**src/rtl/mdc_fft_pkg.sv**
```systemverilog
// Shared types, width defaults and the saturation helper for the MDC FFT datapath.
package mdc_fft_pkg;

  localparam int DW_DEF   = 16;
  localparam int TW_DEF   = 9;
  localparam int FRAC_DEF = 7;

  typedef struct packed {
    logic signed [DW_DEF-1:0] re;
    logic signed [DW_DEF-1:0] im;
  } cplx_t;

  // Clamp a sign-extended value to the signed range of a dw-bit word.
  function automatic logic signed [63:0] sat_dw(input logic signed [63:0] x, input int dw);
    logic signed [63:0] hi;
    logic signed [63:0] lo;
    hi = (64'sd1 <<< (dw - 1)) - 64'sd1;
    lo = -(64'sd1 <<< (dw - 1));
    if (x > hi)      sat_dw = hi;
    else if (x < lo) sat_dw = lo;
    else             sat_dw = x;
  endfunction

endpackage

```
**src/rtl/mdc_cmul.sv**
```systemverilog
// 3-stage complex multiply, round and saturate. MDC_TWMUL_ROUND_EN selects
// round-half-up; otherwise the post-multiply shift truncates toward -inf.
module mdc_cmul
  import mdc_fft_pkg::*;
#(
  parameter int DW   = DW_DEF,
  parameter int TW   = TW_DEF,
  parameter int FRAC = FRAC_DEF
) (
  input  logic                 clk,
  input  logic                 rst,
  input  logic                 in_valid,
  input  logic signed [DW-1:0] in_r,
  input  logic signed [DW-1:0] in_i,
  input  logic signed [TW-1:0] w_r,
  input  logic signed [TW-1:0] w_i,
  output logic                 out_valid,
  output logic signed [DW-1:0] out_r,
  output logic signed [DW-1:0] out_i
);

  localparam int STAGES = 3;
  localparam int PW     = DW + TW;
  localparam int SW     = DW + TW + 1;

`ifdef MDC_TWMUL_ROUND_EN
  localparam logic signed [SW-1:0] RND = SW'(1) <<< (FRAC - 1);
`else
  localparam logic signed [SW-1:0] RND = '0;
`endif

  logic [STAGES-1:0]   vld_pipe;
  logic signed [DW-1:0] s1_dr, s1_di;
  logic signed [TW-1:0] s1_wr, s1_wi;
  logic signed [PW-1:0] pr, pi, qr, qi;
  logic signed [SW-1:0] sr, si, sr_sh, si_sh;

  // Only the valid bits are reset; data registers are qualified by them.
  always_ff @(posedge clk) begin
    if (rst) vld_pipe <= '0;
    else     vld_pipe <= {vld_pipe[STAGES-2:0], in_valid};
  end

  always_ff @(posedge clk) begin
    s1_dr <= in_r;
    s1_di <= in_i;
    s1_wr <= w_r;
    s1_wi <= w_i;
    pr    <= PW'(s1_dr) * PW'(s1_wr);
    pi    <= PW'(s1_di) * PW'(s1_wi);
    qr    <= PW'(s1_dr) * PW'(s1_wi);
    qi    <= PW'(s1_di) * PW'(s1_wr);
  end

  always_comb begin
    sr    = SW'(pr) - SW'(pi);
    si    = SW'(qr) + SW'(qi);
    sr_sh = (sr + RND) >>> FRAC;
    si_sh = (si + RND) >>> FRAC;
  end

  // Output words hold their last product across bubbles.
  always_ff @(posedge clk) begin
    if (rst) begin
      out_r <= '0;
      out_i <= '0;
    end else if (vld_pipe[1]) begin
      out_r <= DW'(sat_dw(64'(sr_sh), DW));
      out_i <= DW'(sat_dw(64'(si_sh), DW));
    end
  end

  assign out_valid = vld_pipe[STAGES-1];

endmodule

```
**src/rtl/mdc_twiddle_mul.sv**
```systemverilog
// Twiddle stage of the 32-point MDC FFT: steps the twiddle ROM index and multiplies
// each valid sample by the returned twiddle. MDC_TWMUL_ROUND_EN enables rounding.
module mdc_twiddle_mul
  import mdc_fft_pkg::*;
#(
  parameter int DW     = DW_DEF,
  parameter int TW     = TW_DEF,
  parameter int FRAC   = FRAC_DEF,
  parameter int CNT_W  = 1,
  parameter int NUM_TW = 2,
  parameter int HOLD   = 4
) (
  input  logic                 clk,
  input  logic                 rst,
  input  logic                 din_valid,
  input  logic                 din_sof,
  input  logic signed [DW-1:0] din_r,
  input  logic signed [DW-1:0] din_i,
  input  logic signed [TW-1:0] w_r,
  input  logic signed [TW-1:0] w_i,
  output logic [CNT_W-1:0]     rom_counter,
  output logic                 dout_valid,
  output logic signed [DW-1:0] dout_r,
  output logic signed [DW-1:0] dout_i
);

  localparam int SMP_W = (HOLD > 1) ? $clog2(HOLD) : 1;
  localparam logic [SMP_W-1:0] SMP_LAST = SMP_W'(HOLD - 1);
  localparam logic [CNT_W-1:0] IDX_LAST = CNT_W'(NUM_TW - 1);
  // Counter state just after consuming the SOF sample of a fresh frame.
  localparam logic [SMP_W-1:0] SOF_SMP  = SMP_W'((HOLD == 1) ? 0 : 1);
  localparam logic [CNT_W-1:0] SOF_IDX  = CNT_W'((HOLD == 1 && NUM_TW > 1) ? 1 : 0);

  logic [SMP_W-1:0] smp_q;
  logic [CNT_W-1:0] idx_q;
  logic             sof_acc;

  assign sof_acc = din_valid & din_sof;

  always_ff @(posedge clk) begin
    if (rst) begin
      smp_q <= '0;
      idx_q <= '0;
    end else if (sof_acc) begin
      smp_q <= SOF_SMP;
      idx_q <= SOF_IDX;
    end else if (din_valid) begin
      if (smp_q == SMP_LAST) begin
        smp_q <= '0;
        idx_q <= (idx_q == IDX_LAST) ? '0 : idx_q + CNT_W'(1);
      end else begin
        smp_q <= smp_q + SMP_W'(1);
      end
    end
  end

  assign rom_counter = sof_acc ? '0 : idx_q;

  mdc_cmul #(
    .DW   (DW),
    .TW   (TW),
    .FRAC (FRAC)
  ) u_cmul (
    .clk       (clk),
    .rst       (rst),
    .in_valid  (din_valid),
    .in_r      (din_r),
    .in_i      (din_i),
    .w_r       (w_r),
    .w_i       (w_i),
    .out_valid (dout_valid),
    .out_r     (dout_r),
    .out_i     (dout_i)
  );

endmodule

```
**config.mk**
```make
export PLATFORM = sky130hd
export DESIGN_NAME = mdc_twiddle_mul
export DESIGN_NICKNAME = d
export VERILOG_FILES = /design/src/rtl/mdc_fft_pkg.sv /design/src/rtl/mdc_cmul.sv /design/src/rtl/mdc_twiddle_mul.sv
export SDC_FILE = /design/constraint.sdc
export NUM_CORES = 2
export LEC_CHECK = 0
export CAP_MARGIN = 15
export CORE_MARGIN = 4
export CORE_UTILIZATION = 30
export CTS_CLUSTER_SIZE = 12
export DETAILED_ROUTE_END_ITERATION = 12
export PLACE_DENSITY = 0.42
export REMOVE_ABC_BUFFERS = 1
export SYNTH_ARGS = -nofsm -noshare
export SYNTH_HDL_FRONTEND = slang
export SYNTH_SLANG_ARGS = --single-unit
```
**constraint.sdc**
```tcl
create_clock -name clk -period 6.5 [get_ports clk]
set_input_delay 1.3 -clock clk [delete_from_list [all_inputs] [get_ports clk]]
set_output_delay 1.3 -clock clk [all_outputs]
set_load 0.03 [all_outputs]
```
==> impl_metrics.toml <==
[synth]
syn_area_per_cell_um2 = 9.46
syn_area_um2 = 26100
ys_seq_area_frac = 0.144
async_flop_share = 0
synth_cells = 2755
ys_warn_count = 0
yosysTopAreaCell = "fa_1"
synth_top_area_share = 0.366
synth_edf_count = 0
ys_top_cells_by_area = "fa_1 37%, dfxtp_1 14%, ha_1 12%"
synth.distinct_cells = 84
ys_ff_latch = 188
ys.flop_type = "dfxtp_1"

[timing]
final.setup.tns_ns = 0
max_freq_ghz = 0.166
slew_headroom = 0.289
slew_viol_final = 0
min_period_over_period = 0.929
rsz0062_at_grt = "no"
finalHoldViolCount = 0
layout_min_cycle_time_ns = 6.04
worst_slew_pin_slew_ns = 1.07
setup_violations = 0
fin_ws_ns = 0.459
finalClockSkew_ns = 0.0178

[power_and_ir_drop]
ir_drop_v = 0.000263
cellPowerDensity_nw_per_um2 = 507
total_power_mw = 14.8
power_leakage_nw = 14.1

[global_routing]
first_global_vias = 19900
antenna_found_initial = 3
grt_max_degree = 40
grt_pass1_wl_um = 112000
track_usage = 0.159
overflow = 0

[floorplanning]
dieArea_um2 = 91700
pin_count = 88
die_x_um = 303
initial_core_util = 0.304
rows = 107
die_h_um = 303
core_um2 = 85700

[critical_path]
reg2reg_to = "u_cmul.pi[23]"
cp.arrival_ns = 6.48
crit_start = "u_cmul.s1_di[3]"
crit_slowest_cell = "dfxtp_1"
start_kind = "register"
crit_type = "register to register"
critPathMaxStageDelay_ns = 0.67
path_cells = "buf_4 -> nand2_1 -> fa_1 -> inv_1 -> fa_1 -> ha_1 -> inv_1 -> fa_1 -> inv_1 -> ha_1 -> ha_1 -> fa_1 -> a21o_1 -> a21oi_2 -> o21ai_1 -> o41ai_2 -> o21ai_1 -> o41a_1 -> a41o_1 -> o41ai_2 -> xnor2_1"
worstRegToRegCells = 21
crit_end = "u_cmul.pi[23]"
reg2reg_from = "u_cmul.s1_di[3]"
critical_path.most_common_cell = "fa_1"
crit_required_ns = 6.94
cp_max_fo = 10
r2r_slack_ns = 0.46
endpoint_kind = "register"

[clock_tree]
numCtsBuffers = 17
clk_pin_slew_worst_paths_ns = 0.08
cts_sinks = 188
clk_latency_ns = 0.52
post_cts_buffers = 0
ctsResizeCount = 0
cts_htree_levels = 4
tritoncts = "built"
clockBufferDepth = 2
hold_buffers = 0
cts-root-buf = "clkbuf_16"

[final_layout]
stdcell_area_um2 = 29200
drive_gt1_frac = 0.0583
final_cell_mix = "476 x fa_1, 434 x inv_1, 314 x nand2_1"
nets = 3623
fillCellCount = 8966
syn_to_final_growth_pct = 12.1
final_common_cell = "fa_1"

[place]
place_hpwl_um = 56800
placed_area_um2 = 28600
pre_cts_slack_ns = 0.493
finalWeightedCongestion = 0.799
port_buffers = 87

[job]
maxCapViolations = 0

[outcome]
status = "completed"

[routing]
routed_wl_um = 68800
ant_nets = 0
viasPerCell = 4.65
drtIter0Drc = 905
wl_per_cell_um = 17.2
first_pass_iters = 5
route.detailed.drc = 0
vias = 18600

[min_path]
min_path_type = "register to register"
min_from = "u_cmul.vld_pipe[0]"
synthesized netlist by cell type (5+ instances only):
cell type  instances
o21ai_0           57
a211oi_1          31
a211oi_2           9
dfxtp_1          188
nand2b_1          31
a31oi_1            5
nand2_1          314
o21a_1             9
xnor2_1           86
o31ai_1            7
a21oi_1           71
nand3_1           33
fa_1             476
nor2_1           156
a21o_1            25
clkbuf_1          98
nand4_1            9
and2_1           249
nor3_1            27
nor2b_1           10
ha_1             257
and3_1            14
o211ai_1           9
inv_1            434
xor2_1            33
a21boi_0           5
o21bai_1          10
how the worst min path moves through the flow:
stage / cells after the start / slack, ns / to
floorplan: 1 / 0.41 / u_cmul.vld_pipe[1]
global placement: 1 / 0.44 / u_cmul.vld_pipe[1]
detailed placement: 1 / 0.43 / u_cmul.vld_pipe[1]
CTS: 1 / 0.46 / u_cmul.vld_pipe[1]
global route: 1 / 0.47 / u_cmul.vld_pipe[1]
finish: 1 / 0.46 / u_cmul.vld_pipe[1]
per-layer routing:
layer | up-vias | wire length [um] | GRT usage
met2 | 374 | 29900 | 0.242
met4 | 0 | 1220 | 0.0406
met3 | 38 | 2930 | 0.0234
li1 | 8761 | - | -
met5 | - | 0 | 0
met1 | 9383 | 34800 | 0.237
state kept, by name, indices dropped and copies added (netlist names):
signal           count
u_cmul.vld_pipe      3
u_cmul.qi           25
u_cmul.out_i        16
smp_q                2
u_cmul.s1_wi         9
u_cmul.s1_dr        16
u_cmul.s1_di        16
u_cmul.pr           25
idx_q                1
u_cmul.s1_wr         9
u_cmul.out_r        16
u_cmul.qr           25
u_cmul.pi           25
metrics by stage:
stage	cells	util	hold WS (ns)
2_1_floorplan	2649	-	0.414
3_3_place_gp	3961	0.334	0.445
3_5_place_dp	3961	0.334	0.433
4_1_cts	3993	0.341	0.460
5_1_grt	3993	0.341	0.474
6_report	3994	0.341	0.458
critical path, delay by kind of cell, from the launching register on:
family | cells | cell delay, ns
AOI/OAI and AO/OA | 8 | 2.01
and+or+nand+nor | 1 | 0.07
buffers and inverters | 4 | 0.40
xor gates and xnor gates | 1 | 0.15
DFF | 1 | 0.67
adders and majority gates | 7 | 2.64
area by class of cell:
type	instances	area, um2	share of cell area
repair buffers	168	1520	0.0522
inverters	435	1630	0.0559
well taps	1144	1430	0.0490
clock buffers	18	439	0.0150
multi-input cells	2026	20200	0.693
diodes	1	2.50	0.0000857
clock inverters	14	180	0.00617
flip-flops and latches	188	3760	0.129
power by group:
part / total (mW) / switching (mW) / internal, mW / leakage, nW
clock network: 1.16 / 0.572 / 0.592 / 0.301
registers: 1.83 / 0.184 / 1.64 / 1.58
logic: 11.8 / 6.71 / 5.13 / 12.2
cells by family after synthesis:
family	after synthesis	synth area share
mux	4	0.00173
xor+xnor	119	0.0400
flops	188	0.144
buf+inv	541	0.0793
fa+ha+maj	733	0.489
compound gates	296	0.0818
simple gates	874	0.164
(Power assumes the default switching activity.)
